**src/rtl/uart_tx_core.sv**
```systemverilog
// uart_tx_core: UART transmitter with a one-entry holding register.
//
// A payload word and its frame options are taken from the data source
// into a holding register. The control FSM moves the held word into the
// active frame on a baud TICK and shifts it out on TX_OUT:
// start bit, data bits LSB first, optional parity bit, then one or two
// stop bits.
//
// Handshake: a transfer happens on a CLK edge where DATA_VALID && DATA_READY.
// DATA_READY is high only while the holding register is empty. DATA_VALID
// while DATA_READY is low is ignored, and the held word is never
// overwritten. The source may change P_DATA, DATA_VALID and the option bits
// freely at any other time.
//
// Ports:
//   CLK        system clock; all logic on posedge
//   RST        synchronous active-high reset
//   TICK       baud strobe, one CLK wide, once per bit period
//   P_DATA     parallel payload (DATA_WIDTH bits)
//   DATA_VALID payload valid
//   DATA_READY holding register empty
//   PAR_EN     parity bit enable, sampled with the payload
//   PAR_TYP    0 = even parity, 1 = odd parity, sampled with the payload
//   STOP2      1 = two stop bits, sampled with the payload
//   TX_OUT     registered serial line, idles high
//   BUSY       frame in flight or pending
//   DBG_STATE  current FSM state (encoding of state_t)

module uart_tx_core #(
    parameter int DATA_WIDTH = 8,
    parameter int CNT_W      = $clog2(DATA_WIDTH)
) (
    input  logic                  CLK,
    input  logic                  RST,
    input  logic                  TICK,
    input  logic [DATA_WIDTH-1:0] P_DATA,
    input  logic                  DATA_VALID,
    output logic                  DATA_READY,
    input  logic                  PAR_EN,
    input  logic                  PAR_TYP,
    input  logic                  STOP2,
    output logic                  TX_OUT,
    output logic                  BUSY,
    output logic [2:0]            DBG_STATE
);

    typedef enum logic [2:0] {
        S_IDLE   = 3'd0,
        S_START  = 3'd1,
        S_DATA   = 3'd2,
        S_PARITY = 3'd3,
        S_STOP1  = 3'd4,
        S_STOP2  = 3'd5
    } state_t;

    // Holding register
    logic [DATA_WIDTH-1:0] r_hold_data;
    logic                  r_hold_par_en;
    logic                  r_hold_par_typ;
    logic                  r_hold_stop2;
    logic                  r_pending;

    // Active frame
    state_t                r_state;
    logic [DATA_WIDTH-1:0] r_shift;
    logic [CNT_W-1:0]      r_cnt;
    logic                  r_par_en;
    logic                  r_stop2;
    logic                  r_parity;
    logic                  r_tx;
    logic                  r_busy;

    logic w_accept;
    logic w_final_stop;
    logic w_load;
    logic w_to_idle;
    logic w_pending_next;
    logic w_busy_next;

    assign w_accept     = DATA_VALID && !r_pending;
    // The last stop bit of the frame: STOP1 when one stop bit, else STOP2.
    assign w_final_stop = (r_state == S_STOP1 && !r_stop2) || (r_state == S_STOP2);
    // Loading from the final stop state chains frames with no idle bit.
    assign w_load       = TICK && r_pending && ((r_state == S_IDLE) || w_final_stop);
    assign w_to_idle    = ((r_state == S_IDLE) && !w_load)
                       || (TICK && w_final_stop && !r_pending);
    assign w_pending_next = w_accept ? 1'b1 : (w_load ? 1'b0 : r_pending);
    // BUSY tracks the next-cycle state/pending so it lines up with them.
    assign w_busy_next  = !w_to_idle || w_pending_next;

    always_ff @(posedge CLK) begin
        if (RST) begin
            r_hold_data    <= '0;
            r_hold_par_en  <= 1'b0;
            r_hold_par_typ <= 1'b0;
            r_hold_stop2   <= 1'b0;
            r_pending      <= 1'b0;
        end else begin
            if (w_accept) begin
                r_hold_data    <= P_DATA;
                r_hold_par_en  <= PAR_EN;
                r_hold_par_typ <= PAR_TYP;
                r_hold_stop2   <= STOP2;
            end
            r_pending <= w_pending_next;
        end
    end

    // Control FSM; TX_OUT is set to the value of the state being entered,
    // so each bit lasts exactly one TICK period.
    always_ff @(posedge CLK) begin
        if (RST) begin
            r_state  <= S_IDLE;
            r_shift  <= '0;
            r_cnt    <= '0;
            r_par_en <= 1'b0;
            r_stop2  <= 1'b0;
            r_parity <= 1'b0;
            r_tx     <= 1'b1;
            r_busy   <= 1'b0;
        end else begin
            r_busy <= w_busy_next;
            if (w_load) begin
                r_state  <= S_START;
                r_tx     <= 1'b0;
                r_shift  <= r_hold_data;
                r_cnt    <= '0;
                r_par_en <= r_hold_par_en;
                r_stop2  <= r_hold_stop2;
                r_parity <= r_hold_par_typ ? ~^r_hold_data : ^r_hold_data;
            end else if (TICK) begin
                case (r_state)
                    S_IDLE: begin
                        r_tx <= 1'b1;
                    end
                    S_START: begin
                        r_state <= S_DATA;
                        r_cnt   <= '0;
                        r_tx    <= r_shift[0];
                    end
                    S_DATA: begin
                        r_shift <= r_shift >> 1;
                        r_cnt   <= r_cnt + CNT_W'(1);
                        if (r_cnt == CNT_W'(DATA_WIDTH - 1)) begin
                            if (r_par_en) begin
                                r_state <= S_PARITY;
                                r_tx    <= r_parity;
                            end else begin
                                r_state <= S_STOP1;
                                r_tx    <= 1'b1;
                            end
                        end else begin
                            r_tx <= r_shift[1];
                        end
                    end
                    S_PARITY: begin
                        r_state <= S_STOP1;
                        r_tx    <= 1'b1;
                    end
                    S_STOP1: begin
                        r_state <= r_stop2 ? S_STOP2 : S_IDLE;
                        r_tx    <= 1'b1;
                    end
                    S_STOP2: begin
                        r_state <= S_IDLE;
                        r_tx    <= 1'b1;
                    end
                    default: begin
                        r_state <= S_IDLE;
                        r_tx    <= 1'b1;
                    end
                endcase
            end
        end
    end

    assign DATA_READY = !r_pending;
    assign TX_OUT     = r_tx;
    assign BUSY       = r_busy;
    assign DBG_STATE  = r_state;

endmodule

```
**config.mk**
```make
export PLATFORM = sky130hd
export DESIGN_NAME = uart_tx_core
export DESIGN_NICKNAME = d
export VERILOG_FILES = /design/src/rtl/uart_tx_core.sv
export SDC_FILE = /design/constraint.sdc
export NUM_CORES = 1
export LEC_CHECK = 0
export CAP_MARGIN = 20
export CORE_ASPECT_RATIO = 1.2
export CORE_MARGIN = 1.5
export CORE_UTILIZATION = 45
export DETAILED_ROUTE_END_ITERATION = 16
export GPL_TIMING_DRIVEN = 0
export HOLD_SLACK_MARGIN = 0.12
export PLACE_DENSITY_LB_ADDON = 0.1
export SYNTH_ARGS = -nofsm -noshare
export SYNTH_HDL_FRONTEND = slang
export SYNTH_SLANG_ARGS = --single-unit
```
**constraint.sdc**
```tcl
create_clock -name CLK -period 5.38 [get_ports CLK]
set_input_delay 1.076 -clock CLK [delete_from_list [all_inputs] [get_ports CLK]]
set_output_delay 1.076 -clock CLK [all_outputs]
set_load 0.02 [all_outputs]
```
## After elaboration in Yosys (flattened, before gate mapping)

Cells that the tools add are included.

- $add $sub $neg: 1
- Equality and inequality tests: 9
- Muxes and demuxes: 18
- Reduce and logical (&&, ||, !) cells: 26
- Bitwise logic cells: 1

Operators by type and width:

| cell | number |
|---|---|
| $mux W8 | 3 |
| $pmux W3 S5 | 1 |
| $eq A3 B3 Y1 const B | 3 |
| $mux W1 | 9 |
| $mux W3 | 3 |
| $reduce_xnor A8 Y1 | 1 |
| $reduce_xor A8 Y1 | 1 |
| $logic_and A1 B1 Y1 | 7 |
| $eq A3 B2 Y1 const B | 2 |
| $pmux W3 S2 | 1 |
| $reduce_and A3 Y1 | 2 |
| $reduce_bool A2 Y1 | 3 |
| $logic_not A1 Y1 | 4 |
| $logic_or A1 B1 Y1 | 4 |
| $ne A2 B2 Y1 const B | 2 |
| $reduce_and A2 Y1 | 2 |
| $add A3 B1 Y3 const B | 1 |
| $eq A3 B1 Y1 const B | 1 |
| $logic_not A3 Y1 | 1 |
| $ne A3 B3 Y1 const B | 1 |
| $pmux W1 S2 | 1 |
| $reduce_or A2 Y1 | 1 |
| $not A1 Y1 | 1 |

- Register bits after elaboration: 31
- Output and inout bits: 6
- Input port bits: 15
- Logic and storage cells: 69

## Logic depth before layout (Yosys ltp)

Gate-level depths: netlist (run 1).

- Word-level depth: 10
- Mapped depth: 7
- Depth with buffers taken out: 6

## Worst setup path after synthesis (run 1)

OpenSTA, ideal clock, no wires.

- Path type: input to register
- Start: input TICK
- End: register r_parity
- Stages on the path: 6
- Arrival time: 2.393 ns
- Data required time: 5.285 ns
- Slack: 2.892 ns
- Buffers on the path: 2
- Cells stage by stage: buf_2 > nand2_1 > or4_4 > buf_6 > or4b_1 > o311ai_1

- Longest elaborated chain between the ends: 2

RTL lines:

| element | line | RTL |
|---|---|---|
| from (decl) | 35 | `input logic TICK,` |
| $logic_and A1 B1 Y1 (2 in a row) | 84 | `assign w_load = TICK && r_pending && ((r_state == S_IDLE) \|\| w_final_stop);` |
| to (signal assigned) | 130 | `r_parity <= r_hold_par_typ ? ~^r_hold_data : ^r_hold_data;` |
| to (decl) | 69 | `logic r_parity;` |

Every way passes these cells.
A chain may end at the register's enable or synchronous reset.

## Worst setup path after layout (run 1)

- Start: register r_pending
- End: output DATA_READY

- Longest elaborated chain between the ends: 1

RTL lines:

| element | line | RTL |
|---|---|---|
| from (decl) | 61 | `logic r_pending;` |
| from (signal assigned) | 105 | `r_pending <= w_pending_next;` |
| $logic_not A1 Y1 | 177 | `assign DATA_READY = !r_pending;` |
| to (decl) | 38 | `output logic DATA_READY,` |

Every way passes these cells.

==> flow_metrics.py, run 1 <==
metrics = {
    "layout": {
        "finalNetCount": 218,
        "finalCoreUtilization_pct": 57.1,
        "n_antenna_cell": 0,
        "syn_to_final_growth_pct": 21.2,
        "finalNonFillerCells": 238,
        "drive_above_1_share_pct": 6.93,
        "fill_cells": 305,
        "seqCellArea_um2": 621,
        "multi_input_area_um2": 738,
    },
    "synth": {
        "synth_area_um2": 1430,
        "syn_inst": 175,
        "yosysUniqueCellTypes": 33,
        "syn-num-nets": 192,
        "syn_area_per_cell_um2": 8.14,
        "ys_seq_area_share_pct": 43.5,
        "yosys_warnings": 0,
        "synth_seq_cells": 31,
    },
    "cts": {
        "path_clk_slew_ps": 100,
        "clk_path_buf_depth": 2,
        "cts_buffers": 5,
        "cts_setup_buffers": 0,
        "htreeDepth": 2,
        "cts_sinks": 31,
        "clockRootBuffer": "clkbuf_4",
        "ctsResizeCount": 0,
        "cts_hold_buf": 0,
        "cts_tree": "yes",
        "clk_latency_ps": 340,
    },
    "sta": {
        "skew_ps": 6.07,
        "hold_viol": 0,
        "setup_viol": 0,
        "fin_setup_tns_ps": 0,
        "rsz0062_at_grt": "no",
        "slew_violations": 0,
        "fin_crit_ps": 2430,
        "post-route-period-util_pct": 45.2,
        "slew_headroom_pct": 61.2,
        "fmax_mhz": 411,
        "tightest_slew_ps": 576,
        "hold_ws_ps": 461,
    },
    "setup_path": {
        "worst-setup-path-type": "reg -> out",
        "critical_path_required_ps": 4300,
        "endpoint_kind": "output pin",
        "worst_ep_arrival_time_ps": 1360,
        "crit_fanout": 4,
        "crit_path_start_kind": "register",
    },
    "drt": {
        "routed_via_density": 5.44,
        "ant_nets": 0,
        "first_iter_violations": 29,
        "wirelength_mm": 2.90,
        "wl_per_cell_um": 12.2,
        "via_count": 1294,
        "drc": 0,
        "firstDrtPassIters": 4,
    },
    "global_route": {
        "grt_max_degree": 11,
        "grt_first_pass_wirelength_mm": 4.98,
        "gr-total-overflow": 0,
        "grt_pass1_vias": 1190,
        "antenna_found_initial": 0,
        "track_usage_pct": 19.3,
    },
    "power_and_ir_drop": {
        "peakVddDrop_v": 0.000204,
        "p_total_w": 0.000475,
        "power_density_nw_per_um2": 275,
        "total_leakage_power_nw": 0.635,
    },
    "die": {
        "rows": 22,
        "die_x_um": 54.4,
        "fp.dieH_um": 64.6,
        "initial_core_util_pct": 47.1,
        "dieArea_um2": 3510,
        "core_um2": 3030,
        "io-pin-count": 21,
    },
    "status": {
        "outcome": "completed",
    },
    "place": {
        "hpwl_mm": 2.19,
        "place_congestion": 0.694,
        "port_buffers": 18,
        "placed_cells": 230,
    },
    "hold_path": {
        "hold_path_class": "reg -> reg",
    },
    "flow_run": {
        "drv_cap": 0,
    },
}
cells by family (layout without fill, tap and decap cells):
group / Yosys count / count (layout) / share of synthesized area, %
XOR/XNOR: 6 / 6 / 4.65
flip-flops: 31 / 31 / 43.5
multiplexers: 1 / 1 / 0.702
AND/OR/NAND/NOR: 77 / 77 / 26.1
adder cells (fa/ha/maj): 2 / 2 / 1.76
buffers and inverters: 14 / 41 / 4.65
AO/OA/AOI/OAI: 44 / 44 / 18.6
area by class of cell:
cell class                 instances  share of cell area, %
multi-input combinational        130                   42.7
clock buffer                       7                   3.77
sequential                        31                   35.9
buffer                            12                   3.40
tap                               36                   2.61
timing repair buffer              19                   10.7
inverter                           2                  0.434
clock inverter                     1                  0.434
state kept, by name, summed over array words and instances (netlist names):
| signal | count |
|---|---|
| BUSY | 1 |
| DBG_STATE | 3 |
| TX_OUT | 1 |
| r_cnt | 3 |
| r_hold_data | 8 |
| r_hold_par_en | 1 |
| r_hold_par_typ | 1 |
| r_hold_stop2 | 1 |
| r_par_en | 1 |
| r_parity | 1 |
| r_pending | 1 |
| r_shift | 8 |
| r_stop2 | 1 |
metal layers:
layer / vias up / GRT usage [%] / share of wire (%)
met5: - / 0 / 0
met3: 7 / 5.53 / 5.2
li1: 658 / - / -
met4: 0 / 8.44 / 1.9
met1: 591 / 23.0 / 42
met2: 38 / 31.5 / 51
layout by cell type, fill, tap and decap left out, types with 3 or more instances in the layout:
master           Yosys  final
a21oi_1             23     23
a22oi_1              8      8
buf_2                2      3
clkbuf_1             8      8
clkbuf_4             0      5
clkdlybuf4s50_1      0     18
dfxtp_1             31     31
nand2_1             38     38
nand2b_1             6      6
nand3_1              7      7
nand3b_1             3      3
nor2_1              10     10
nor2b_1              6      6
xnor2_1              5      5
cells in the mapped netlist, drive strengths merged:
master | instances | area share, %
nand2 | 38 | 10
dfxtp | 31 | 44
a21oi | 23 | 8.1
nor2 | 10 | 2.6
a22oi | 8 | 4.2
clkbuf | 8 | 2.1
nand3 | 7 | 2.5
nand2b | 6 | 2.6
nor2b | 6 | 2.6
xnor2 | 5 | 3.1
buf | 4 | 2.0
nand3b | 3 | 1.6
o21ai | 3 | 1.1
a311oi | 2 | 1.2
a31oi | 2 | 0.88
and3b | 2 | 1.2
ha | 2 | 1.8
inv | 2 | 0.53
o22ai | 2 | 0.88
a21boi | 1 | 0.53
a2bb2oi | 1 | 0.61
and2 | 1 | 0.44
and2b | 1 | 0.53
mux2i | 1 | 0.70
nor4 | 1 | 0.44
o21bai | 1 | 0.53
o311ai | 1 | 0.61
or4 | 1 | 0.79
or4b | 1 | 0.70
xnor3 | 1 | 1.6
power breakdown:
| group | total, W | switching [W] | internal, W |
|---|---|---|---|
| Sequential | 0.000247 | 0.00000747 | 0.000240 |
| Clock | 0.000159 | 0.0000832 | 0.0000763 |
| Combinational | 0.0000682 | 0.0000339 | 0.0000343 |
| Total | 0.000475 | 0.000125 | 0.000351 |
stage by stage:
stage	instance area [um2]	setup WS [ps]
6_report	1730	2950
3_3_place_gp	1650	2510
5_1_grt	1730	2890
3_5_place_dp	1660	2790
4_1_cts	1730	2940
2_1_floorplan	1430	2890
worst max-delay path, stage by stage (launching register included):
cell and delay [ps]:
dfxtp_1 350, inv_1 80, clkdlybuf4s50_1 600
path summary, 6_finish.rpt:
check	from	endpoint	slack, ps	depth (start not counted)
min	r_hold_stop2	r_stop2	460	2
max reg2reg	DBG_STATE[2]	r_parity	3350	6
max	r_pending	DATA_READY	2950	2
min reg2reg	r_hold_stop2	r_stop2	460	2
Power figures use the tool's default switching activity.
==> run 2: changes to the inputs <==
==> constraint.sdc (replaced) <==
create_clock -name CLK -period 2.1 [get_ports CLK]
set_input_delay 0.42 -clock CLK [delete_from_list [all_inputs] [get_ports CLK]]
set_output_delay 0.42 -clock CLK [all_outputs]
set_load 0.02 [all_outputs]
==> run 2 against run 1 <==
Critical path depth rose by 4; combinational power rose to 2.6 times the previous value; worst hold slack got worse by 31 ps; critical path type is now reg -> reg; critical endpoint is now r_parity.
==> flow_metrics.py, run 2 (synthesis results as in run 1) <==
metrics = {
    "sta": {
        "fin_ws_ps": 74.0,
        "slew_violations": 0,
        "post-route-period-util_pct": 96.5,
        "tightest_slew_ps": 576,
        "setup_viol": 0,
        "hold_viol": 0,
        "fmax_mhz": 494,
        "rsz0062_at_grt": "no",
        "skew_ps": 5.94,
        "hold_ws_ps": 430,
        "fin_crit_ps": 2030,
        "slew_headroom_pct": 61.2,
    },
    "global_route": {
        "grt_pass1_vias": 1190,
        "grt_first_pass_wirelength_mm": 4.98,
        "grt_max_degree": 11,
        "track_usage_pct": 19.3,
        "gr-total-overflow": 0,
        "antenna_found_initial": 0,
    },
    "layout": {
        "finalNetCount": 217,
        "final_cell_mix": "38 x nand2_1, 31 x dfxtp_1, 23 x a21oi_1",
        "largestRegisters": "r_hold_data x8, r_shift x8",
        "drive_above_1_share_pct": 6.97,
        "mostFrequentLayoutCell": "nand2_1",
        "n_antenna_cell": 0,
        "fin_area_um2": 1720,
        "fill_cells": 305,
        "finalNonFillerCells": 237,
        "syn_to_final_growth_pct": 21.0,
    },
    "setup_path": {
        "crit_path_start_kind": "register",
        "crit_fanout": 10,
        "regToRegStartpoint": "DBG_STATE[2]",
        "endpoint_kind": "register",
        "crit_path_top_delay_cell": "or4_4",
        "crit_path_start": "DBG_STATE[2]",
        "critical_path.max_stage_delay_ps": 510,
        "worst-setup-path-type": "reg -> reg",
        "crit_chain": "buf_2 -> and3b_1 -> or4_4 -> buf_6 -> or4b_1 -> o311ai_1",
        "worst_ep_arrival_time_ps": 2270,
        "crit_family": "simple AND/OR/NAND/NOR gates",
        "critical_path_required_ps": 2350,
        "critPathBufInv": 2,
    },
    "cts": {
        "cts_setup_buffers": 0,
        "htreeDepth": 2,
        "ctsResizeCount": 0,
        "cts_sinks": 31,
        "clockRootBuffer": "clkbuf_4",
        "cts_buffers": 5,
        "path_clk_slew_ps": 100,
        "clk_path_buf_depth": 2,
        "cts_tree": "yes",
        "clk_latency_ps": 340,
        "cts_hold_buf": 0,
    },
    "drt": {
        "met2_length_mm": 1.47,
        "wl_met1_mm": 1.23,
        "wl_met3_um": 142,
        "top_layer": "met4",
        "wl_per_cell_um": 12.2,
        "first_iter_violations": 26,
        "routed_via_density": 5.44,
        "ant_nets": 0,
        "wirelength_mm": 2.90,
        "via_count": 1290,
        "drc": 0,
        "firstDrtPassIters": 4,
    },
    "hold_path": {
        "hold_path_class": "in -> reg",
        "holdCritStartpoint": "TICK",
    },
    "place": {
        "dp_slack_ps": 106,
        "place_congestion": 0.694,
        "dpl_cell_area_um2": 1660,
        "placed_cells": 230,
        "hpwl_mm": 2.19,
        "port_buffers": 18,
    },
    "power_and_ir_drop": {
        "peakVddDrop_v": 0.000521,
        "p_total_w": 0.00122,
        "power_density_nw_per_um2": 706,
        "total_leakage_power_nw": 0.634,
    },
    "die": {
        "die_x_um": 54.4,
        "fp.dieH_um": 64.6,
        "core_um2": 3030,
        "rows": 22,
        "initial_core_util_pct": 47.1,
        "io-pin-count": 21,
        "dieArea_um2": 3510,
    },
    "status": {
        "outcome": "completed",
    },
    "flow_run": {
        "drv_cap": 0,
    },
}
-- run 2: cell count changes in the layout (fill, tap and decap cells not counted), sizes merged --
cell,delta
clkbuf,-1
-- run 2: area by class of cell --
cell class                 instances  area [um2]  share of cell area, %
buffer                            11        55.1                   3.19
multi-input combinational        130         738                   42.8
clock buffer                       7        65.1                   3.77
clock inverter                     1        7.51                  0.435
tap                               36        45.0                   2.61
timing repair buffer              19         185                   10.7
sequential                        31         621                   36.0
inverter                           2        7.51                  0.435
-- run 2: worst register-to-register path, cell delays in order, from the launching register on --
cell and delay [ps]:
dfxtp_1 340, buf_2 180, and3b_1 190, or4_4 510
buf_6 150, or4b_1 490, o311ai_1 80
-- run 2: path summary, 6_finish.rpt --
kind                       end  slack [ps]  cells after the start
setup / recovery      r_parity          70                      6
hold / removal    DBG_STATE[2]         430                      3
hold reg to reg        r_stop2         460                      2
setup reg to reg      r_parity          70                      6
-- run 2: per-stage QoR --
step / setup TNS, ps / utilization [%]
final: 0 / 56.9
after detailed placement: 0 / 54.7
after global routing: 0 / 56.9
after global placement: -1010 / 54.5
after floorplan: 0 / -
after CTS: 0 / 57.1
-- run 2: where the power goes --
part / internal (W) / switching [W] / total (W)
registers: 0.000615 / 0.0000191 / 0.000634
logic: 0.0000877 / 0.0000868 / 0.000175
clock network: 0.000195 / 0.000213 / 0.000408
total: 0.000898 / 0.000319 / 0.00122
-- run 2: layer usage --
metal	up-vias	global-route usage [%]
met5	-	0
met4	0	8.44
met3	7	5.53
met2	34	31.5
met1	593	23.0
li1	656	-
